**src/rtl/step_seq_pkg.sv**
```systemverilog
// Shared step-sequencer constants: grid geometry, timing and draw FSM encoding.
package step_seq_pkg;

    localparam int         SS_TRACKS   = 4;
    localparam int         SS_STEPS    = 8;
    localparam logic [9:0] SS_X0       = 10'd80;
    localparam logic [8:0] SS_Y0       = 9'd100;
    localparam logic [9:0] SS_PITCH_X  = 10'd40;
    localparam logic [8:0] SS_PITCH_Y  = 9'd40;
    localparam int         SS_START_TO = 4;

    typedef enum logic [2:0] {
        SCAN,
        ISSUE,
        WAIT_START,
        WAIT_DONE,
        COMMIT
    } draw_fsm_e;

    function automatic logic [9:0] cell_x(
        input int         step,
        input logic [9:0] x0,
        input logic [9:0] px
    );
        int v;
        v = int'(x0) + step * int'(px);
        return v[9:0];
    endfunction

    function automatic logic [8:0] cell_y(
        input int         track,
        input logic [8:0] y0,
        input logic [8:0] py
    );
        int v;
        v = int'(y0) + track * int'(py);
        return v[8:0];
    endfunction

endpackage

```
**src/rtl/rr_pick.sv**
```systemverilog
// Round-robin picker: first set request at or after ptr, wrapping upward.
module rr_pick #(
    parameter int N  = 32,
    parameter int IW = 5
) (
    input  logic [N-1:0]  req,
    input  logic [IW-1:0] ptr,
    output logic [IW-1:0] idx,
    output logic          valid
);

    always_comb begin
        int j;
        idx   = '0;
        valid = 1'b0;
        j     = 0;
        // Walk offsets from far to near so the nearest hit is written last.
        for (int k = N - 1; k >= 0; k--) begin
            j = int'(ptr) + k;
            if (j >= N) begin
                j = j - N;
            end
            if (req[IW'(j)]) begin
                idx   = IW'(j);
                valid = 1'b1;
            end
        end
    end

endmodule

```
**src/rtl/grid_draw_scheduler.sv**
```systemverilog
// Schedules one-at-a-time redraws of dirty sequencer grid cells to a painter.
module grid_draw_scheduler
    import step_seq_pkg::*;
#(
    parameter int         TRACKS   = SS_TRACKS,
    parameter int         STEPS    = SS_STEPS,
    parameter logic [9:0] X0       = SS_X0,
    parameter logic [8:0] Y0       = SS_Y0,
    parameter logic [9:0] PITCH_X  = SS_PITCH_X,
    parameter logic [8:0] PITCH_Y  = SS_PITCH_Y,
    parameter int         START_TO = SS_START_TO
) (
    input  logic                     CLOCK_50,
    input  logic                     nReset,
    input  logic [TRACKS*STEPS-1:0]  pattern,
    input  logic                     full_refresh,
    input  logic                     drawing,
    output logic                     draw_enable,
    output logic [9:0]               X,
    output logic [8:0]               Y,
    output logic                     state,
    output logic                     busy,
    output logic                     synced
);

    localparam int N  = TRACKS * STEPS;
    localparam int IW = (N > 1) ? $clog2(N) : 1;
    localparam int TW = $clog2(START_TO + 1);

    draw_fsm_e       fsm_q, fsm_d;
    logic [N-1:0]    shadow_q, shadow_d;
    logic [N-1:0]    force_q, force_d;
    logic [IW-1:0]   ptr_q, ptr_d;
    logic [IW-1:0]   idx_q, idx_d;
    logic [9:0]      x_q, x_d;
    logic [8:0]      y_q, y_d;
    logic            drawn_val_q, drawn_val_d;
    logic [TW-1:0]   to_q, to_d;

    logic [N-1:0]    dirty;
    logic [IW-1:0]   pick_idx;
    logic            pick_valid;

    assign dirty = (pattern ^ shadow_q) | force_q;

    rr_pick #(
        .N  (N),
        .IW (IW)
    ) u_rr_pick (
        .req   (dirty),
        .ptr   (ptr_q),
        .idx   (pick_idx),
        .valid (pick_valid)
    );

    always_comb begin
        fsm_d       = fsm_q;
        shadow_d    = shadow_q;
        force_d     = force_q;
        ptr_d       = ptr_q;
        idx_d       = idx_q;
        x_d         = x_q;
        y_d         = y_q;
        drawn_val_d = drawn_val_q;
        to_d        = to_q;
        draw_enable = 1'b0;

        unique case (fsm_q)
            SCAN: begin
                if (pick_valid) begin
                    idx_d       = pick_idx;
                    x_d         = cell_x(int'(pick_idx) % STEPS, X0, PITCH_X);
                    y_d         = cell_y(int'(pick_idx) / STEPS, Y0, PITCH_Y);
                    drawn_val_d = pattern[pick_idx];
                    fsm_d       = ISSUE;
                end
            end
            ISSUE: begin
                draw_enable = 1'b1;
                to_d        = '0;
                fsm_d       = WAIT_START;
            end
            WAIT_START: begin
                if (drawing) begin
                    to_d  = '0;
                    fsm_d = WAIT_DONE;
                end else if (to_q == TW'(START_TO - 1)) begin
                    // Painter never started: drop back, cell stays dirty.
                    to_d  = '0;
                    fsm_d = SCAN;
                end else begin
                    to_d = to_q + TW'(1);
                end
            end
            WAIT_DONE: begin
                if (!drawing) begin
                    fsm_d = COMMIT;
                end
            end
            COMMIT: begin
                shadow_d[idx_q] = drawn_val_q;
                force_d[idx_q]  = 1'b0;
                ptr_d = (idx_q == IW'(N - 1)) ? '0 : idx_q + IW'(1);
                fsm_d = SCAN;
            end
            default: begin
                fsm_d = SCAN;
            end
        endcase

        if (full_refresh) begin
            force_d = '1;
        end
    end

    always_ff @(posedge CLOCK_50) begin
        if (!nReset) begin
            fsm_q       <= SCAN;
            shadow_q    <= '0;
            force_q     <= '1;
            ptr_q       <= '0;
            idx_q       <= '0;
            x_q         <= X0;
            y_q         <= Y0;
            drawn_val_q <= 1'b0;
            to_q        <= '0;
        end else begin
            fsm_q       <= fsm_d;
            shadow_q    <= shadow_d;
            force_q     <= force_d;
            ptr_q       <= ptr_d;
            idx_q       <= idx_d;
            x_q         <= x_d;
            y_q         <= y_d;
            drawn_val_q <= drawn_val_d;
            to_q        <= to_d;
        end
    end

    assign X      = x_q;
    assign Y      = y_q;
    assign state  = drawn_val_q;
    assign busy   = (fsm_q != SCAN);
    assign synced = (fsm_q == SCAN) && !(|dirty);

endmodule

```
**config.mk**
```make
export PLATFORM = sky130hd
export DESIGN_NAME = grid_draw_scheduler
export DESIGN_NICKNAME = d
export VERILOG_FILES = /design/src/rtl/step_seq_pkg.sv /design/src/rtl/rr_pick.sv /design/src/rtl/grid_draw_scheduler.sv
export SDC_FILE = /design/constraint.sdc
export NUM_CORES = 1
export LEC_CHECK = 0
export ABC_AREA = 1
export ABC_CLOCK_PERIOD_IN_PS = 6010
export BUFFER_PORTS_ARGS = -buffer_cell sky130_fd_sc_hd__buf_4
export CAP_MARGIN = 20
export CORE_ASPECT_RATIO = 1.1
export CORE_MARGIN = 4
export CORE_UTILIZATION = 43
export DETAILED_ROUTE_END_ITERATION = 12
export GPL_ROUTABILITY_DRIVEN = 1
export SYNTH_ARGS = -nofsm -noshare
export SYNTH_HDL_FRONTEND = slang
export SYNTH_SLANG_ARGS = --single-unit
```
**constraint.sdc**
```tcl
create_clock -name CLOCK_50 -period 6.01 [get_ports CLOCK_50]
set_clock_uncertainty 0.2 [all_clocks]
set_input_delay 0.9015 -clock CLOCK_50 [delete_from_list [all_inputs] [get_ports CLOCK_50]]
set_output_delay 0.9015 -clock CLOCK_50 [all_outputs]
set_load 0.01 [all_outputs]
```
Yosys cells after proc, flatten, opt, wreduce, memory -nomap -nowiden
Index checks and enable logic that the tools add are counted. Widths: inputs -> output; s select.

Register bits: 100. Bits of input ports: 36. Output and inout port bits: 23. Logic and storage cells: 376.

Add/sub/neg operators: 67. Multiply operators: 2. Order comparisons: 67. Equality and inequality tests: 9. Muxes and demuxes: 207. Bitwise gates (word level): 5. Reduce and logical (&&, ||, !) cells: 10.

Operators by type and width (number): $mux 5 (65); $lt 5x7->1 const B (32); $ge 6x6->1 const B (31); $bmux 1 s5 (33); $sub 5x1->5 const B (32); $mux 1 (99); $add 5x5->6 const B (16); $add 5x4->6 const B (8); $and 32x32->32 (1); $bwmux 32 (1); $not 32->32 (1); $or 32x32->32 (1); $reduce_or 32->1 (1); $xor 32x32->32 (1); $add 5x3->6 const B (4); $mux 3 (6); $add 5x2->6 const B (2); $lt 5x6->1 const B (2); $pmux 3 s4 (1); $add 7x9->10 const A (1); $add 7x8->9 const A (1); $eq 3x2->1 const B (3); $add 5x1->6 const B (1); $ge 5x6->1 const B (1); 21 further kinds (23).

Depth between registers and ports, before layout
Gate-level depths: netlist (run 1).

Depth in word-level cells: 40. Depth in mapped cells: 55. Gate-level depth less buffers: 51.

Modules after synthesis
Synthesis (run 1) repeated with hierarchy kept, for this count alone.

Cell total of the unflattened synthesis: 1587. Area total of the unflattened synthesis: 8876.0 sq um.

By module, submodules not included: grid_draw_scheduler (instances 1, cells each 732, area an instance 4769.6 sq um, sequential area each 1801.7 sq um); rr_pick (instances 1, cells each 855, area an instance 4106.4 sq um, sequential area each 0.0 sq um).

Least setup slack after synthesis (run 1)
OpenSTA, ideal clock, no wires.

Path kind: reg2reg. Start point: reg ptr_q[1]. End point: reg x_q[8] (netlist: X[8]). Library setup time: 0.122 ns. Data arrival time: 4.760 ns. Data required time: 5.688 ns. Slack: 0.928 ns. Stages on the path, launching flop included: 53. Buffers on the path: 6. Period minus slack after synthesis: 5.082 ns. Cell sequence: dfxtp_1 > buf_4 > inv_2 > buf_2 > buf_2 > ha_1 > buf_2 > inv_2 > buf_2 > nand3_1 > nand3_1 > nand3_1 > nand3_2 > o21ai_4 > nand2_2 > nand2_2 > nand2_1 > nand2_1 > [... 17 more ...] > nand2_1 > nand2_1 > nand2_1 > nand2_1 > nand2_1 > nand2_1 > nand2_1 > nand2_1 > nand2_2 > nand2_4 > nand2_8 > buf_12 > ha_1 > ha_1 > ha_1 > o21ai_0 > xor2_1 > a21oi_1.

Word-level cells in the longest chain between the ends: 40. Elaborated cells on any way between the ends: 290. Classes of those cells: 64 x add/sub; 1 x mul; 32 x order compare; 192 x mux; 1 x reduce/logical.

Ends and longest elaborated chain: start, declared (RTL line grid_draw_scheduler.sv:33) `logic [IW-1:0] ptr_q, ptr_d;`; start signal, assigned (RTL line grid_draw_scheduler.sv:131) `ptr_q <= ptr_d;`; $add 5x5->6 (RTL line rr_pick.sv:19) `j = int'(ptr) + k;`; $sub 5x1->5 / $ge 6x6->1 (equally long branches) (RTL line rr_pick.sv:21, rr_pick.sv:20); $mux 5 (RTL line rr_pick.sv:20) `if (j >= N) begin`; $bmux 1 s5 (RTL line rr_pick.sv:23) `if (req[IW'(j)]) begin`; $mux 1 (not written as such) (2 in a row) (RTL line rr_pick.sv:23); $mux 5 (31 in a row) (RTL line rr_pick.sv:23); $mux 5 * (RTL line rr_pick.sv:23); net pick_idx[0] (RTL line grid_draw_scheduler.sv:41) `logic [IW-1:0] pick_idx;`; $mul 3x3->6 * (RTL line step_seq_pkg.sv:26) `v = int'(x0) + step * int'(px);`; $add 7x9->10 * (RTL line step_seq_pkg.sv:26); end signal, assigned (RTL line grid_draw_scheduler.sv:123) `x_q <= X0;`; end signal, assigned (RTL line grid_draw_scheduler.sv:133) `x_q <= x_d;`; end, declared (RTL line grid_draw_scheduler.sv:35) `logic [9:0] x_q, x_d;`.

Mark *: on every way through the listed nets, which the timed path passes. The rest lies on a longest branch. The select of a mux whose other input is x is not followed. A chain may end at the register's enable or synchronous reset.

Worst setup path in the final report (run 1)
Start point: reg ptr_q[2]. End point: reg x_q[8] (netlist: X[8]).

Word-level cells in the longest chain between the ends: 40. Elaborated cells on any way between the ends: 290. Classes of those cells: 64 x add/sub; 1 x mul; 32 x order compare; 192 x mux; 1 x reduce/logical.

Ends and longest elaborated chain (RTL line): $add 5x5->6 (rr_pick.sv:19); $sub 5x1->5 / $ge 6x6->1 (equally long branches) (rr_pick.sv:21, rr_pick.sv:20); $mux 5 (rr_pick.sv:20); $bmux 1 s5 (rr_pick.sv:23); $mux 1 (not written as such) (2 in a row) (rr_pick.sv:23); $mux 5 (32 in a row) (rr_pick.sv:23); $mul 3x3->6 (step_seq_pkg.sv:26); $add 7x9->10 (step_seq_pkg.sv:26).

Parallel ways exist; a longest one is shown, timed or not. The select of a mux whose other input is x is not followed.

==> impl_metrics.py, run 1 <==
metrics = {
    "yosys": {
        "yosys_warnings": 0,
        "ys.flop_type": "dfxtp_1",
        "synth_cells": 1562,
        "ys_seq_elements": 90,
        "ys_seq_area_share_pct": 20.3,
        "synth.distinct_cells": 49,
        "synthArstFlopShare_pct": 0,
        "synth.avg_cell_area_sq_um": 5.68,
        "netlist_area_sq_um": 8870,
        "synth_edf_count": 0,
        "synth_top_area_cell": "dfxtp_1",
        "synth_area_leaders": "dfxtp_1 20%, nand2_1 19%, nand3_1 13%, a21oi_1 7.9%, inv_1 7.8%",
        "netlist.area_leader.share_pct": 20.3,
    },
    "global_routing": {
        "grt_pass1_wl_um": 49400,
        "antenna_found_initial": 0,
        "overflow": 0,
        "gr-usage-all-layers_pct": 27.1,
        "grt_pass1_vias": 9025,
        "grt_max_degree": 62,
    },
    "min_path": {
        "whs_path_depth": 2,
        "hold_path_class": "reg2reg",
        "min_to": "to_q[2]$_SDFFE_PN0P_",
        "min_from": "to_q[2]$_SDFFE_PN0P_",
    },
    "pwr": {
        "leakage_uw": 0.00480,
        "switching_share_pct": 43.6,
        "power_frac_seq_pct": 30.5,
        "combPwrFrac_pct": 43.1,
        "p_per_area_nw_per_um2": 245,
        "intPower_uw": 1340,
        "power.switching_uw": 1030,
        "clock_power_share_pct": 26.3,
        "ir_drop_v": 0.000205,
    },
    "drt": {
        "drc": 0,
        "drtIter0Drc": 1004,
        "wl_per_cell_um": 17.1,
        "highest_layer": "met4",
        "wl_met3_um": 1950,
        "wirelength_um": 31700,
        "wl_met2_um": 14300,
        "met1Wirelength_um": 14000,
        "post_drt_via_cell_ratio": 5.41,
        "drtPass1Iterations": 6,
        "num_vias": 9981,
        "ant_nets": 0,
    },
    "layout": {
        "final_common_cell": "nand2_1",
        "fin_util_pct": 48.3,
        "fill_cells": 2169,
        "layout_common_cells": "446 x nand2_1, 238 x nand3_1, 185 x inv_1",
        "antenna_cells": 0,
        "area_growth_syn_to_layout_pct": 9.29,
        "nets": 1648,
        "drive_gt1_share_pct": 11.5,
    },
    "clock_tree": {
        "clk_pin_slew_ns": 0.07,
        "htree_levels": 3,
        "cts_buffers": 9,
        "cts_tree": "yes",
        "cts.sinks": 90,
        "clock_latency_ns": 0.35,
        "ctsRootBufferMaster": "clkbuf_16",
        "cts.path.max_buffers": 2,
    },
    "die": {
        "die-area_sq_um": 23000,
        "rows": 54,
        "coreArea_sq_um": 20100,
        "die_h_um": 159,
        "die_w_um": 145,
        "ios": 59,
        "start_util_pct": 44.2,
    },
    "setup_path": {
        "cp-end-kind": "flip-flop",
        "crit_slowest_cell": "buf_4",
        "start_kind": "flip-flop",
        "worstPathMaxFanout": 21,
        "critical_path_class": "reg2reg",
        "crit_top_cell": "nand2_1",
        "r2r_setup_slack_ns": 0.53,
        "required_ns": 6.03,
        "reg2reg_from": "ptr_q[2]$_SDFFE_PN0P_",
        "critPathArrivalTime_ns": 5.50,
        "r2r-end": "X[8]$_SDFFE_PN0P_",
        "slowest_delay_ns": 0.35,
        "r2r.worst_path.cells": 44,
    },
    "placement": {
        "place_hpwl_um": 24200,
        "io_buffers": 51,
        "routabilityCongestion": 1.01,
    },
    "timing": {
        "tightestPinTransition_ns": 0.803,
        "whs_ns": 0.241,
        "fmax_mhz": 182,
        "slew_viol_final": 0,
        "setup_violations": 0,
        "max-slew-margin-rel_pct": 46.4,
        "fin_crit_sh_pct": 91.2,
        "fin_tns_setup_ns": 0,
        "hold_viol_final": 0,
        "rsz0062_at_grt": "no",
        "post-route-min-period_ns": 5.48,
    },
    "status": {
        "status": "complete, no violations",
    },
    "job": {
        "max_cap_violations": 0,
    },
}
## cell usage after synthesis, types with 2 or more instances
cell and number:
inv_1 185, xor2_4 2, nand3b_1 2, nor3_1 15, nor4_1 7, a21o_1 3, a31oi_1 11, xor2_1 12
o21ai_0 76, buf_2 15, nand2_4 4, or2_2 3, conb_1 2, nand3_1 238, ha_1 23, nand2_2 21
nand4_1 3, buf_1 2, dfxtp_1 90, o21ai_2 2, nand3_2 17, o21a_1 3, nand2_1 446, a21oi_2 3
a21oi_1 140, buf_4 18, o21ai_1 18, clkinv_1 2, nor2_4 2, clkbuf_1 18, buf_6 10, inv_2 22
xor2_2 4, nor2_1 128
## power by group through the flow
| stage | clock network [uW] | registers [uW] | logic, uW |
|---|---|---|---|
| floorplan | 0 | 699 | 744 |
| global placement | 0 | 737 | 1010 |
| detailed placement | 0 | 736 | 1010 |
| CTS | 631 | 723 | 1010 |
| global route | 656 | 729 | 1140 |
| finish | 624 | 723 | 1020 |
## layer usage
layer  global-route usage [%]  up-vias
met4                     12.1        0
met1                     35.1     4455
li1                         -     5065
met3                     2.93       76
met2                     46.0      385
met5                        0        -
## logic make-up after synthesis
kind of cell / count (synthesis) / synth area share [%]
xor gates and xnor gates: 19 / 2.64
adders and majority gates: 23 / 3.25
AOI/OAI and AO/OA: 263 / 15.7
DFF: 90 / 20.3
other: 2 / 0.0847
buffers and inverters: 276 / 13.8
and+or+nand+nor: 889 / 44.2
## through the flow
stage / worst slack, ns / instance area (sq um) / std cells / power [uW]
CTS: 0.498 / 9690 / 1846 / 2370
global route: 0.0640 / 9690 / 1846 / 2520
global placement: 0.441 / 9360 / 1830 / 1750
detailed placement: 0.499 / 9360 / 1830 / 1750
finish: 0.528 / 9690 / 1846 / 2370
floorplan: 0.928 / 8880 / 1567 / 1440
## cell type report
type                            count  area [sq um]  share of cell area (%)
Sequential cell                    90          1800                    18.6
Multi-Input combinational cell   1201          5870                    60.5
Tap cell                          252           315                    3.25
Clock buffer                        9           225                    2.32
Clock inverter                      7          98.8                    1.02
Timing Repair Buffer               75           576                    5.94
Inverter                          212           805                    8.30
## timing repair
action,in CTS,in global routing
endpoints found under the setup margin,0,1
resized for setup,0,1
hold buffers,0,0
setup buffers,0,0
## registers in the layout, summed over array words and instances (netlist names)
| register | flops |
|---|---|
| state | 1 |
| X | 6 |
| idx_q | 4 |
| shadow_q | 32 |
| Y | 4 |
| ptr_q | 5 |
| fsm_q | 3 |
| force_q | 32 |
| to_q | 3 |
## worst max-delay path by stage
stage	start	slack, ns	endpoint
floorplan	ptr_q[1]$_SDFFE_PN0P_	0.93	X[8]$_SDFFE_PN0P_
global placement	pattern[31]	0.44	X[8]$_SDFFE_PN0P_
detailed placement	pattern[30]	0.50	X[8]$_SDFFE_PN0P_
CTS	ptr_q[0]$_SDFFE_PN0P_	0.50	X[8]$_SDFFE_PN0P_
global route	ptr_q[0]$_SDFFE_PN0P_	0.06	X[8]$_SDFFE_PN0P_
finish	ptr_q[2]$_SDFFE_PN0P_	0.53	X[8]$_SDFFE_PN0P_
## worst max-delay path: cells and delay by family, from the launching register on
kind | cells | cell delay, ns
flops | 1 | 0.34
fa+ha+maj | 4 | 0.96
buf+inv | 3 | 0.53
simple gates | 32 | 2.44
compound gates | 4 | 0.73
xor+xnor | 1 | 0.16
(Power assumes the default switching activity.)
==> inputs of run 2 (changes only) <==
Settings changed: CELL_PAD_IN_SITES_DETAIL_PLACEMENT set to 1, CELL_PAD_IN_SITES_GLOBAL_PLACEMENT set to 2, CORE_UTILIZATION 43 to 33, PLACE_DENSITY_LB_ADDON set to 0.1.
==> run 2 against run 1 <==
- sequential share of layout area fell by 0.15 points
- clock power fell by 16%
- cell count rose by 5.5%
- critical path type unchanged
- highest routed layer unchanged
==> impl_metrics.py, run 2 (synthesis gave the netlist of run 1 again) <==
metrics = {
    "setup_path": {
        "critPathArrivalTime_ns": 5.46,
        "crit_top_cell": "nand2_1",
        "r2r.worst_path.cells": 47,
        "crit_slowest_cell": "dfxtp_2",
        "r2r-end": "X[8]$_SDFFE_PN0P_",
        "crit_start": "ptr_q[0]$_SDFFE_PN0P_",
        "start_kind": "flip-flop",
        "critical_path_class": "reg2reg",
        "worstPathMaxFanout": 61,
        "slowest_delay_ns": 0.39,
        "r2r_setup_slack_ns": 0.56,
        "cp-end-kind": "flip-flop",
        "reg2reg_from": "ptr_q[0]$_SDFFE_PN0P_",
        "crit_end": "X[8]$_SDFFE_PN0P_",
        "required_ns": 6.03,
    },
    "timing": {
        "tightestPinTransition_ns": 0.862,
        "max-slew-margin-rel_pct": 42.1,
        "hold_viol_final": 0,
        "fin_tns_setup_ns": 0,
        "rsz0062_at_grt": "no",
        "post-route-min-period_ns": 5.45,
        "setup_violations": 0,
        "fin_crit_sh_pct": 90.6,
        "fmax_mhz": 184,
        "slew_viol_final": 0,
        "fin_ws_ns": 0.563,
    },
    "die": {
        "coreArea_sq_um": 26300,
        "die_h_um": 180,
        "die_w_um": 164,
        "rows": 62,
        "die-area_sq_um": 29600,
        "start_util_pct": 33.7,
        "ios": 59,
    },
    "global_routing": {
        "grt_pass1_wl_um": 57900,
        "grt_max_degree": 62,
        "grt-busiest-layer": "met2",
        "grt_use_met3_pct": 2.57,
        "met1_usage_pct": 31.8,
        "gr-usage-all-layers_pct": 25.1,
        "grt_pass1_vias": 10237,
        "overflow": 0,
        "met2_usage_pct": 43.4,
        "antenna_found_initial": 0,
    },
    "layout": {
        "nets": 1651,
        "antenna_cells": 0,
        "multi_input_area_sq_um": 5860,
        "fill_cells": 3629,
        "layout_common_cells": "446 x nand2_1, 238 x nand3_1, 185 x inv_1",
        "drive_gt1_share_pct": 11.5,
        "area_growth_syn_to_layout_pct": 10.2,
        "instances_no_fill": 1947,
        "final_common_cell": "nand2_1",
        "register_area_sq_um": 1800,
    },
    "drt": {
        "wirelength_um": 37000,
        "drtPass1Iterations": 5,
        "drtIter0Drc": 533,
        "post_drt_via_cell_ratio": 5.22,
        "wl_per_cell_um": 19.0,
        "ant_nets": 0,
        "drc": 0,
        "num_vias": 10171,
    },
    "placement": {
        "placedCellCount": 1933,
        "routabilityCongestion": 0.953,
        "io_buffers": 51,
        "place_ws_ns": 0.471,
        "place_hpwl_um": 29500,
    },
    "clock_tree": {
        "ctsRootBufferMaster": "clkbuf_16",
        "cts.path.max_buffers": 2,
        "clk_pin_slew_ns": 0.06,
        "cts_buffers": 9,
        "cts.sinks": 90,
        "ctsHoldBuffers": 0,
        "cts_resized": 0,
        "postCtsSetupRepairBufs": 0,
        "cts_tree": "yes",
        "clock_latency_ns": 0.35,
        "htree_levels": 3,
    },
    "status": {
        "status": "complete, no violations",
    },
    "pwr": {
        "leakage_uw": 0.00479,
        "combPwrFrac_pct": 45.7,
        "p_per_area_nw_per_um2": 236,
        "clock_power_share_pct": 22.8,
        "power.switching_uw": 1050,
        "total_power_uw": 2300,
        "intPower_uw": 1250,
        "power_frac_seq_pct": 31.5,
        "ir_drop_v": 0.000178,
        "switching_share_pct": 45.6,
    },
    "min_path": {
        "whs_path_depth": 2,
        "hold_path_class": "reg2reg",
    },
    "job": {
        "max_cap_violations": 0,
    },
}
-- run 2: cell count changes in the layout (fill, tap and decap cells not counted), sizes merged --
| cell | previous run | this run |
|---|---|---|
| clkbuf | 9 | 10 |
| clkinvlp | 1 | 0 |
| buf | 75 | 78 |
| inv | 211 | 209 |
| clkinv | 5 | 7 |
| bufinv | 2 | 0 |
-- run 2: critical path: cells and delay by family (launching register included) --
family | cells | cell delay (ns)
XOR/XNOR | 2 | 0.37
flip-flops | 1 | 0.39
AND/OR/NAND/NOR | 36 | 2.56
adder cells (fa/ha/maj) | 4 | 1.00
AO/OA/AOI/OAI | 2 | 0.18
buffers and inverters | 3 | 0.57
-- run 2: power groups by stage --
stage / Combinational [uW] / Clock, uW / Sequential, uW
2_1_floorplan: 744 / 0 / 699
3_5_place_dp: 1060 / 0 / 740
5_1_grt: 1180 / 562 / 735
3_3_place_gp: 1040 / 0 / 740
6_report: 1050 / 525 / 725
4_1_cts: 1060 / 538 / 726
-- run 2: how the worst min path moves through the flow --
stage                             start                  endpoint  slack [ns]
2_1_floorplan  force_q[30]$_SDFFE_PP1P_  force_q[30]$_SDFFE_PP1P_        0.21
3_3_place_gp       to_q[2]$_SDFFE_PN0P_      to_q[2]$_SDFFE_PN0P_        0.23
3_5_place_dp   force_q[29]$_SDFFE_PP1P_  force_q[29]$_SDFFE_PP1P_        0.23
4_1_cts        force_q[29]$_SDFFE_PP1P_  force_q[29]$_SDFFE_PP1P_        0.25
5_1_grt            to_q[0]$_SDFFE_PN0P_      to_q[0]$_SDFFE_PN0P_        0.28
6_report       force_q[29]$_SDFFE_PP1P_  force_q[29]$_SDFFE_PP1P_        0.25
-- run 2: area by class of cell --
class,count,area share (%)
Inverter,212,8.24
Clock buffer,10,2.45
Sequential cell,90,18.5
Tap cell,352,4.51
Timing Repair Buffer,78,6.12
Multi-Input combinational cell,1201,60.0
Clock inverter,4,0.205
-- run 2: metal layers --
metal,vias up,wire length [um]
met5,-,0
met1,4850,16600
met3,66,1160
met4,0,1340
li1,5070,-
met2,185,17900
-- run 2: per-stage QoR --
step           area (sq um)  hold WS [ns]  util [%]
5_1_grt                9770         0.282      37.1
6_report               9770         0.246      37.1
3_3_place_gp           9510         0.231      36.2
3_5_place_dp           9510         0.235      36.2
4_1_cts                9770         0.248      37.1
2_1_floorplan          8880         0.210         -
==> inputs of run 3 (changes only) <==
Settings changed: MAX_ROUTING_LAYER set to met4.
==> run 3 against run 2 <==
- worst setup slack got worse by 0.038 ns
- sequential share of layout area shrank 0.080 points
- critical path depth down 5
- sequential cell count is the same
- count of clock-buffer cells in the layout grew 1
- hold slack got worse by 0.0023 ns
- highest routed layer unchanged
- non-clock buffer count rose by 1
- final area up 0.44%
- cell count increased by 0.15%
==> impl_metrics.py, run 3 (synthesis gave the netlist of run 1 again) <==
metrics = {
    "status": {
        "status": "complete, no violations",
    },
    "setup_path": {
        "critPathArrivalTime_ns": 5.50,
        "crit_slowest_cell": "dfxtp_2",
        "r2r-end": "X[8]$_SDFFE_PN0P_",
        "crit_start": "ptr_q[0]$_SDFFE_PN0P_",
        "r2r.worst_path.cells": 42,
        "critical_path_class": "reg2reg",
        "required_ns": 6.03,
        "slowest_delay_ns": 0.36,
        "crit_top_cell": "nand2_1",
        "r2r_setup_slack_ns": 0.53,
        "reg2reg_from": "ptr_q[0]$_SDFFE_PN0P_",
        "start_kind": "flip-flop",
        "worstPathMaxFanout": 36,
        "cp-end-kind": "flip-flop",
    },
    "layout": {
        "nets": 1652,
        "antenna_cells": 0,
        "fin_util_pct": 37.3,
        "final_common_cell": "nand2_1",
        "drive_gt1_share_pct": 11.7,
        "area_growth_syn_to_layout_pct": 10.7,
        "layout_common_cells": "446 x nand2_1, 238 x nand3_1, 185 x inv_1",
    },
    "timing": {
        "fin_tns_setup_ns": 0,
        "hold_viol_final": 0,
        "setup_violations": 0,
        "rsz0062_at_grt": "no",
        "post-route-min-period_ns": 5.48,
        "fin_crit_sh_pct": 91.3,
        "max-slew-margin-rel_pct": 43.5,
        "tightestPinTransition_ns": 0.847,
        "fin_ws_ns": 0.525,
        "fmax_mhz": 182,
        "slew_viol_final": 0,
    },
    "min_path": {
        "whs_path_depth": 2,
        "hold_path_class": "reg2reg",
        "min_to": "to_q[2]$_SDFFE_PN0P_",
        "min_from": "to_q[2]$_SDFFE_PN0P_",
    },
    "die": {
        "die_w_um": 164,
        "coreArea_sq_um": 26300,
        "die-area_sq_um": 29600,
        "start_util_pct": 33.7,
        "ios": 59,
        "rows": 62,
        "die_h_um": 180,
    },
    "global_routing": {
        "gr-usage-all-layers_pct": 26.0,
        "grt_pass1_wl_um": 58500,
        "overflow": 0,
        "grt_pass1_vias": 10449,
        "grt_max_degree": 62,
        "antenna_found_initial": 0,
    },
    "drt": {
        "ant_nets": 0,
        "wirelength_um": 37400,
        "drtPass1Iterations": 5,
        "post_drt_via_cell_ratio": 5.22,
        "num_vias": 10178,
        "drtIter0Drc": 558,
        "drc": 0,
        "wl_per_cell_um": 19.2,
    },
    "placement": {
        "place_ws_ns": 0.451,
        "routabilityCongestion": 1.02,
        "place_hpwl_um": 29600,
        "io_buffers": 51,
    },
    "clock_tree": {
        "cts_tree": "yes",
        "ctsRootBufferMaster": "clkbuf_16",
        "cts_buffers": 9,
        "htree_levels": 3,
        "clk_pin_slew_ns": 0.07,
        "postCtsSetupRepairBufs": 0,
        "cts.path.max_buffers": 2,
        "cts.sinks": 90,
        "ctsHoldBuffers": 0,
        "clock_latency_ns": 0.35,
    },
    "pwr": {
        "leakage_uw": 0.00480,
        "p_per_area_nw_per_um2": 237,
        "ir_drop_v": 0.000189,
    },
    "job": {
        "max_cap_violations": 0,
    },
}
-- run 3: per-stage QoR --
stage | power [uW] | std cells | cell area, sq um | hold slack [ns]
finish | 2330 | 1950 | 9810 | 0.243
global route | 2500 | 1950 | 9810 | 0.267
CTS | 2350 | 1950 | 9800 | 0.250
detailed placement | 1800 | 1934 | 9520 | 0.238
global placement | 1790 | 1934 | 9520 | 0.230
floorplan | 1440 | 1567 | 8880 | 0.210
-- run 3: area by class of cell --
cell class / count / area [sq um]
clock inverter: 5 / 38.8
tap: 352 / 440
sequential: 90 / 1800
clock buffer: 11 / 243
multi-input combinational: 1201 / 5870
inverter: 212 / 808
fill: 3631 / 16500
timing repair buffer: 79 / 606
-- run 3: power breakdown --
| part | switching, uW | leakage (uW) | internal, uW |
|---|---|---|---|
| combinational | 734 | 0.00394 | 324 |
| clock | 254 | 0.000136 | 294 |
| sequential | 77.8 | 0.000730 | 644 |
| total | 1070 | 0.00480 | 1260 |
-- run 3: repair_timing --
| action | CTS | global route |
|---|---|---|
| gates resized for setup | 0 | 6 |
| setup endpoints to repair | 0 | 3 |
| endpoints found under the hold margin | 0 | 0 |
-- run 3: how the worst max path moves through the flow --
stage / to / slack [ns] / cells past startpoint
after floorplan: X[8]$_SDFFE_PN0P_ / 0.93 / 52
after global placement: X[8]$_SDFFE_PN0P_ / 0.46 / 39
after detailed placement: X[8]$_SDFFE_PN0P_ / 0.45 / 47
after CTS: X[8]$_SDFFE_PN0P_ / 0.45 / 45
after global routing: X[8]$_SDFFE_PN0P_ / 0.002 / 42
final: X[8]$_SDFFE_PN0P_ / 0.53 / 42
-- run 3: per-layer routing --
| layer | share of wire, % | wire length [um] | GRT usage, % | up-vias |
|---|---|---|---|---|
| li1 | - | - | - | 5083 |
| met1 | 44 | 16600 | 31.8 | 4840 |
| met2 | 49 | 18500 | 45.4 | 198 |
| met3 | 3.4 | 1270 | 1.92 | 57 |
| met4 | 2.9 | 1100 | 7.52 | 0 |
| met5 | 0 | 0 | - | - |
-- run 3: worst max-delay path, delay by kind of cell (launching register included) --
| kind | cells | cell delay (ns) |
|---|---|---|
| XOR/XNOR | 2 | 0.35 |
| buffers and inverters | 3 | 0.71 |
| AO/OA/AOI/OAI | 2 | 0.19 |
| flip-flops | 1 | 0.36 |
| adder cells (fa/ha/maj) | 4 | 1.04 |
| AND/OR/NAND/NOR | 31 | 2.52 |
